<file path="src/rtl/preamble_sfd_rx_if.sv">
// Receive-side bundle for preamble_sfd_rx: GMII-style byte input plus payload/status outputs.
// slave = the stripper itself, master = whoever feeds bytes and watches the results.
interface preamble_sfd_rx_if;
    logic [7:0] data_in;
    logic       data_in_valid;
    logic       preamble_sfd_rx_done;
    logic       preamble_err;
    logic [7:0] data_out;
    logic       data_out_valid;
    logic       data_out_last;
    logic       rx_frame_done;

    modport slave (
        input  data_in, data_in_valid,
        output preamble_sfd_rx_done, preamble_err, data_out, data_out_valid,
               data_out_last, rx_frame_done
    );

    modport master (
        output data_in, data_in_valid,
        input  preamble_sfd_rx_done, preamble_err, data_out, data_out_valid,
               data_out_last, rx_frame_done
    );
endinterface

</file>
<file path="src/rtl/preamble_sfd_rx.sv">
// Strips 0x55 preamble + 0xD5 SFD from a GMII-style byte stream and emits the payload with a last flag.
// Latency: payload byte sampled on edge k leaves after edge k+1; no backpressure, input is free-running.
module preamble_sfd_rx #(
    parameter int PREAMBLE_MIN = 1,
    parameter int PREAMBLE_MAX = 7
) (
    input  logic              aclk,
    input  logic              aresetn,
    preamble_sfd_rx_if.slave  rx
);
    typedef enum logic [1:0] {IDLE, PREAMBLE, PAYLOAD, DROP} state_t;

    localparam logic [2:0] MIN_C    = 3'(PREAMBLE_MIN);
    localparam logic [2:0] MAX_C    = 3'(PREAMBLE_MAX);
    localparam logic [7:0] PRE_BYTE = 8'h55;
    localparam logic [7:0] SFD_BYTE = 8'hD5;

    state_t     r_state,    w_state_nxt;
    logic [2:0] r_cnt,      w_cnt_nxt;
    logic [7:0] r_hold,     w_hold_nxt;
    logic       r_hold_vld, w_hold_vld_nxt;
    logic [7:0] r_dout,     w_dout_nxt;
    logic       r_dout_vld, w_dout_vld_nxt;
    logic       r_last,     w_last_nxt;
    logic       r_done,     w_done_nxt;
    logic       r_err,      w_err_nxt;
    logic       r_fdone,    w_fdone_nxt;

    always_ff @(posedge aclk or negedge aresetn) begin
        if (!aresetn) begin
            // DROP on reset so a frame already in flight is discarded until rx_dv drops
            r_state    <= DROP;
            r_cnt      <= 3'd0;
            r_hold     <= 8'h00;
            r_hold_vld <= 1'b0;
            r_dout     <= 8'h00;
            r_dout_vld <= 1'b0;
            r_last     <= 1'b0;
            r_done     <= 1'b0;
            r_err      <= 1'b0;
            r_fdone    <= 1'b0;
        end else begin
            r_state    <= w_state_nxt;
            r_cnt      <= w_cnt_nxt;
            r_hold     <= w_hold_nxt;
            r_hold_vld <= w_hold_vld_nxt;
            r_dout     <= w_dout_nxt;
            r_dout_vld <= w_dout_vld_nxt;
            r_last     <= w_last_nxt;
            r_done     <= w_done_nxt;
            r_err      <= w_err_nxt;
            r_fdone    <= w_fdone_nxt;
        end
    end

    always_comb begin
        w_state_nxt    = r_state;
        w_cnt_nxt      = r_cnt;
        w_hold_nxt     = r_hold;
        w_hold_vld_nxt = r_hold_vld;
        w_dout_nxt     = r_dout;
        w_dout_vld_nxt = 1'b0;
        w_last_nxt     = 1'b0;
        w_done_nxt     = 1'b0;
        w_err_nxt      = 1'b0;
        w_fdone_nxt    = 1'b0;

        unique case (r_state)
            IDLE: begin
                if (rx.data_in_valid) begin
                    if (rx.data_in == PRE_BYTE) begin
                        w_state_nxt = PREAMBLE;
                        w_cnt_nxt   = 3'd1;
                    end else begin
                        w_state_nxt = DROP;
                        w_err_nxt   = 1'b1;
                    end
                end
            end
            PREAMBLE: begin
                w_err_nxt = 1'b1;
                w_cnt_nxt = 3'd0;
                if (!rx.data_in_valid) begin
                    w_state_nxt = IDLE;
                end else if (rx.data_in == PRE_BYTE && r_cnt < MAX_C) begin
                    w_err_nxt = 1'b0;
                    w_cnt_nxt = r_cnt + 3'd1;
                end else if (rx.data_in == SFD_BYTE && r_cnt >= MIN_C) begin
                    w_err_nxt      = 1'b0;
                    w_done_nxt     = 1'b1;
                    w_hold_vld_nxt = 1'b0;
                    w_state_nxt    = PAYLOAD;
                end else begin
                    w_state_nxt = DROP;
                end
            end
            PAYLOAD: begin
                // One-byte skid lets the final byte be tagged last when rx_dv falls
                if (rx.data_in_valid) begin
                    w_hold_nxt     = rx.data_in;
                    w_hold_vld_nxt = 1'b1;
                    if (r_hold_vld) begin
                        w_dout_nxt     = r_hold;
                        w_dout_vld_nxt = 1'b1;
                    end
                end else begin
                    if (r_hold_vld) begin
                        w_dout_nxt     = r_hold;
                        w_dout_vld_nxt = 1'b1;
                        w_last_nxt     = 1'b1;
                    end
                    w_fdone_nxt    = 1'b1;
                    w_hold_vld_nxt = 1'b0;
                    w_state_nxt    = IDLE;
                end
            end
            DROP: begin
                if (!rx.data_in_valid) begin
                    w_state_nxt = IDLE;
                end
            end
            default: w_state_nxt = DROP;
        endcase
    end

    assign rx.preamble_sfd_rx_done = r_done;
    assign rx.preamble_err         = r_err;
    assign rx.data_out             = r_dout;
    assign rx.data_out_valid       = r_dout_vld;
    assign rx.data_out_last        = r_last;
    assign rx.rx_frame_done        = r_fdone;
endmodule

</file>
<file path="src/flat_wrapper.sv">
// flat-port wrapper written by rule: the top's interface ports become plain ports
module preamble_sfd_rx_flat 
#(
    parameter int PREAMBLE_MIN = 1,
    parameter int PREAMBLE_MAX = 7
)
  (aclk, aresetn, rx_data_in, rx_data_in_valid, rx_preamble_sfd_rx_done, rx_preamble_err, rx_data_out, rx_data_out_valid, rx_data_out_last, rx_rx_frame_done);
  preamble_sfd_rx_if rx_i ();
  input  logic aclk;
  input  logic aresetn;
  input wire logic [$bits(rx_i.data_in)-1:0] rx_data_in;
  input wire logic [$bits(rx_i.data_in_valid)-1:0] rx_data_in_valid;
  output wire logic [$bits(rx_i.preamble_sfd_rx_done)-1:0] rx_preamble_sfd_rx_done;
  output wire logic [$bits(rx_i.preamble_err)-1:0] rx_preamble_err;
  output wire logic [$bits(rx_i.data_out)-1:0] rx_data_out;
  output wire logic [$bits(rx_i.data_out_valid)-1:0] rx_data_out_valid;
  output wire logic [$bits(rx_i.data_out_last)-1:0] rx_data_out_last;
  output wire logic [$bits(rx_i.rx_frame_done)-1:0] rx_rx_frame_done;
  assign rx_i.data_in = rx_data_in;
  assign rx_i.data_in_valid = rx_data_in_valid;
  assign rx_preamble_sfd_rx_done = rx_i.preamble_sfd_rx_done;
  assign rx_preamble_err = rx_i.preamble_err;
  assign rx_data_out = rx_i.data_out;
  assign rx_data_out_valid = rx_i.data_out_valid;
  assign rx_data_out_last = rx_i.data_out_last;
  assign rx_rx_frame_done = rx_i.rx_frame_done;
  preamble_sfd_rx #(.PREAMBLE_MIN(PREAMBLE_MIN), .PREAMBLE_MAX(PREAMBLE_MAX)) u_core (.aclk(aclk), .aresetn(aresetn), .rx(rx_i));
endmodule
</file>
<file path="config.mk">
export PLATFORM = sky130hd
export DESIGN_NAME = preamble_sfd_rx_flat
export DESIGN_NICKNAME = d
export VERILOG_FILES = /design/src/rtl/preamble_sfd_rx_if.sv /design/src/rtl/preamble_sfd_rx.sv /design/src/flat_wrapper.sv
export SDC_FILE = /design/constraint.sdc
export NUM_CORES = 1
export LEC_CHECK = 0
export ABC_AREA = 0
export CORE_MARGIN = 2
export CORE_UTILIZATION = 44
export DETAILED_ROUTE_END_ITERATION = 8
export PLACE_DENSITY = 0.8
export SYNTH_ARGS = -nofsm -noshare
export SYNTH_HDL_FRONTEND = slang
export SYNTH_SLANG_ARGS = --single-unit
</file>
<file path="constraint.sdc">
create_clock -name aclk -period 1.5 [get_ports aclk]
set_clock_uncertainty 0.15 [all_clocks]
set_input_delay 0.3 -clock aclk [delete_from_list [all_inputs] [get_ports aclk]]
set_output_delay 0.3 -clock aclk [all_outputs]
set_load 0.02 [all_outputs]
</file>
---- Word level (Yosys, flattened, before mapping) ----
Index checks and enable logic that the tools add are counted.
word-level totals
  input port bits ......................... 11
  flip-flop bits (word level) ............. 27
operators by class
  reductions and logical operators ........ 11
  add/subtract/negate cells ............... 1
  multiplexer cells ....................... 33
  equal/unequal tests ..................... 12
  order comparisons ....................... 2
operators by type and width
  operator               count
  $mux W1                20
  $mux W3                4
  $mux W2                5
  $eq A8 B7 Y1 const B   1
  $eq A8 B8 Y1 const B   1
  $ne A2 B2 Y1 const B   4
  $pmux W2 S3            1
  $pmux W3 S2            1
  $reduce_and A3 Y1      2
  $eq A2 B2 Y1 const B   2
  $ne A2 B1 Y1 const B   2
  $pmux W1 S2            2
  $reduce_and A2 Y1      2
  $reduce_and A4 Y1      1
  $reduce_bool A2 Y1     2
  $add A3 B1 Y3 const B  1
  $ge A3 B1 Y1 const B   1
  $lt A3 B3 Y1 const B   1
  $ne A3 B3 Y1 const B   1
  $eq A2 B1 Y1 const B   1
  $logic_and A1 B1 Y1    2
  $logic_not A2 Y1       1
  $reduce_or A2 Y1       1

---- Depth between registers and ports, before layout ----
  word-level depth ........................ 6
  depth in mapped cells ................... 5

---- Worst setup path after synthesis ----
No wires, ideal clock.
  kind .................................... input to register
  start ................................... input port rx_data_in[5]
  end ..................................... register u_core.r_cnt[1]
  setup time .............................. 0.092 ns
  data required time ...................... 1.258 ns
  buffers on the path ..................... 0
  arrival ................................. 1.326 ns
  cell stages on the path ................. 4
  slack ................................... -0.067 ns
  cells stage by stage .................... and4bb_1 nand4b_4 or3_4 o31ai_2
between the ends
  cells in the longest elaborated chain, start to end .. 5
  elaborated cells between the ends (all ways) .. 7
RTL lines
  what                  line                                          source
  start, declared       flat_wrapper.sv:11                            input wire logic [$bits(rx_i.data_in)-1:0] rx_data_in;
  $eq A8 B7 Y1 *        preamble_sfd_rx.sv:71, preamble_sfd_rx.sv:85
  $logic_and A1 B1 Y1   preamble_sfd_rx.sv:85                         end else if (rx.data_in == PRE_BYTE && r_cnt < MAX_C) begin
  $mux W3               preamble_sfd_rx.sv:85
  $mux W3               preamble_sfd_rx.sv:83                         if (!rx.data_in_valid) begin
  $pmux W3 S2           preamble_sfd_rx.sv:68                         unique case (r_state)
  end signal, assigned  preamble_sfd_rx.sv:44                         r_cnt <= w_cnt_nxt;
  end, declared         preamble_sfd_rx.sv:19                         logic [2:0] r_cnt, w_cnt_nxt;
Mark *: on every way between the ends. The rest lies on a longest branch, timed or not.
A chain may end at the register's enable or synchronous reset.

---- Worst setup path after layout ----
  start ................................... register u_core.r_cnt[1]
  end ..................................... register u_core.r_cnt[1]
between the ends
  cells in the longest elaborated chain, start to end .. 5
  elaborated cells between the ends (all ways) .. 6
RTL lines
  what                 line
  $lt A3 B3 Y1         preamble_sfd_rx.sv:85
  $logic_and A1 B1 Y1  preamble_sfd_rx.sv:85
  $mux W3 *            preamble_sfd_rx.sv:85
  $mux W3 *            preamble_sfd_rx.sv:83
  $pmux W3 S2 *        preamble_sfd_rx.sv:68
Marked as above.

==> summary.md <==
| Metric | Value |
|---|---|
| Outcome | finished, violations left |
| Failing checks | negative setup slack |
| Critical Path Source | u_core.r_cnt[1] |
| RSZ-0062 raised after global routing | yes |
| Mapped Area | 1150 um2 |
| Switching Share | a little under a third |
| Reg2Reg Depth | 6 |
| Startpoint types | flip-flop |
| Max_cap viols | 0 |
| Nets | around 150 |
| Final Wtd Congestion | 0.988 |
| FF-to-FF End | u_core.r_cnt[1] |
| Cell Pwr Density | 1040 nW/um2 |
| Mapped Avg Cell Area | about 13 um2 |
| GRT Total Usage | 20.5% |
| IO Pins | 24 |
| Routed WL per cell | 16.0 um |
| Inserted Diodes | 0 |
| Post-synth EDFFs | 0 |
| Chip Width | 55.1 um |
| Leakage power total | 0.760 nW |
| Ys flop type | dfrtp_1 |
| Overflow after GRT | 0 |
| Setup TNS | -0.0759 ns |
| Yosys Warn Count | 0 |
| Dpl ws | -0.567 ns |
| RR Startpoint | u_core.r_cnt[1] |
| Routed Antenna Nets | 0 |
| CP delay by family, top | simple AND/OR/NAND/NOR gates |
| Final instance area | 1660 um2 |
| Drc violations | 0 |
| Root Buffer | clkbuf_4 |
| Clk pwr share | 17.7% |
| Worst setup margin | -0.0394 ns |
| Placed inst area | 1540 um2 |
| Post-synthesis sequential area ratio | around 59% |
| First drt pass iteration count | 4 |
| Global-route wire length before repair | 4280 um |
| Iteration-0 DRC Markers | 7 |
| Relative slew slack | 77.2% |
| Max H-tree Level | 1 |
| CTS tree | done |
| Die H | 55.1 um |
| Number of fill cells | 195 |
| Die area | 3030 um2 |
| Slowest CP cell | dfrtp_1 |
| Psw | roughly 0.52 mW |
| Vias in the first global route | roughly 900 |
| Post-route clock period utilization | 103% |
| Row Count | 18 |
| DR vias | 889 |
| Peak supply drop | 0.000976 V |
| Largest net degree at the start of global routing | 28 |
| Crit-path max FO | 3 |
| Antenna violations before repair | 0 |
| Worst Path Required | 1.59 ns |
| Stages on worst setup path | 6 |
| Int Pwr | 1.20 mW |
| Arrival @ worst endpoint | 1.63 ns |
| Gate Count Post-Synth | 85 |
| Vias per cell | about 5.5 |
| Most used cell, CP | buf_6 |
| CORE AREA | 2480 um2 |
| Clk sinks | 27 |
| Routed wire length | 2570 um |
| FF+latch count, synth | 27 |
| Crit Path Category | reg2reg |
| Hold WC Path Type | in2async |
| HPWL Detailed | 1820 um |
| Crit path capture | u_core.r_cnt[1] |
| Pin slew with the least headroom to its limit | 0.340 ns |
| Netlist cell types | 29 |
| Share of cells above drive strength 1 | 49.6% |
| IO Port Bufs | 23 |
| Maximum root-to-sink buffer count | 2 |
| Worst-Skew Late Latency | 0.32 ns |
| Min cycle time layout | between 1.5 and 2 ns |
| Syn Nets | between 90 and 100 |
| Comb pwr share | 28.2% |
| Final core utilization | 67.1% |
| Crit. End Element | flip-flop |
| Fmax achieved | between 0.6 and 0.7 GHz |
| Max incr delay on CP | 0.42 ns |
| Asr flop ratio synth | 100% |
| Cell Chain, Critical Path | buf_6 > buf_6 > nand3_4 > nand2_2 > or3_4 > o31ai_4 |
| Area delta synth->final | 44.8% |
| Hold-fix buffers at CTS | 0 |
| Num CTS Buffers | 3 |
| Slew Limit Fails | 0 |
| Flop pwr share | 54.1% |
| Clock-pin slew on the worst setup and hold paths | 0.14 ns |
| Initial Utilization | a little under half |
| Worst Path Buf+Inv | 2 |
| Final Setup Violations | 2 |
| Final Hold Vio Count | 0 |
| R2r setup slk | -0.04 ns |
==> flip-flops by register name (all words and copies together) (netlist names) <==
signal,flops
u_core.r_cnt,3
u_core.r_hold,8
u_core.r_hold_vld,1
u_core.r_state,2
u_core.rx.data_out,8
u_core.rx.data_out_last,1
u_core.rx.data_out_valid,1
u_core.rx.preamble_err,1
u_core.rx.preamble_sfd_rx_done,1
u_core.rx.rx_frame_done,1
==> final cells by class <==
class	count	area (um2)	share of cell area [%]
timing repair buffer	43	365	22.0
multi-input combinational	54	543	32.7
sequential	27	678	40.8
clock buffer	4	26.3	1.58
tap	30	37.5	2.26
inverter	3	11.3	0.678
==> power groups by stage <==
stage	clock network [mW]	logic (mW)	registers, mW
2_1_floorplan	0	0.153	1.05
3_3_place_gp	0	0.546	0.940
3_5_place_dp	0	0.562	0.948
4_1_cts	0.312	0.508	0.930
5_1_grt	0.351	0.522	0.950
6_report	0.304	0.486	0.931
==> synthesized netlist by cell type (2+ instances only) <==
library cell,instances,share of area (%)
nand3_1,3,1.3
nand2b_1,2,1.1
nand2_1,6,2.0
nor2b_1,2,1.1
nor3_1,2,0.87
nor4_1,2,1.1
ha_1,2,2.2
mux2_2,16,16
nor2_1,2,0.65
o21ai_0,2,0.87
dfrtp_1,25,55
inv_1,3,0.98
dfstp_2,2,4.6
==> cell families (layout without fill, tap and decap cells) <==
kind of cell,count (synthesis),count (layout),share of synthesized area [%]
flops,27,27,59.1
simple gates,26,26,15.0
mux,16,16,15.7
compound gates,10,10,6.65
buf+inv,4,50,1.31
fa+ha+maj,2,2,2.18
==> per-layer routing <==
layer	GRT usage, %	share of wire, %	vias to the layer above
met5	0	0	-
met4	7.32	2.5	0
met3	5.11	4.4	8
met2	37.7	53	26
met1	22.8	40	451
li1	-	-	404
==> worst min path at each step <==
stage,startpoint,end,cells after the start
2_1_floorplan,aresetn,u_core.r_cnt[0],0
3_3_place_gp,u_core.r_hold[0],u_core.rx.data_out[0],1
3_5_place_dp,u_core.r_hold[4],u_core.rx.data_out[4],1
4_1_cts,aresetn,u_core.rx.preamble_sfd_rx_done,2
5_1_grt,aresetn,u_core.rx.data_out[7],2
6_report,aresetn,u_core.rx.data_out[7],2
==> metrics by stage <==
stage               power [mW]  cells  hold slack, ns
floorplan                 1.21     85          -0.146
global placement          1.49    153           0.331
detailed placement        1.51    153           0.341
CTS                       1.75    161           0.173
global route              1.82    161           0.149
finish                    1.72    161           0.170
==> cell usage in the layout (no fill, tap or decap), types with 4 or more instances in the layout <==
cell type / netlist / final
buf_6: 0 / 6
nand2_1: 6 / 5
clkbuf_2: 0 / 10
dfrtp_1: 25 / 25
dlygate4sd2_1: 0 / 4
clkdlybuf4s50_1: 0 / 4
mux2_2: 16 / 16
buf_4: 0 / 13
==> what timing repair did <==
item / CTS / global route
endpoints found under the setup margin: 20 / 35
pin swaps: 5 / 7
gates resized for setup: 27 / 39
buffers inserted: 4 / 1
(Power assumes the default switching activity.)
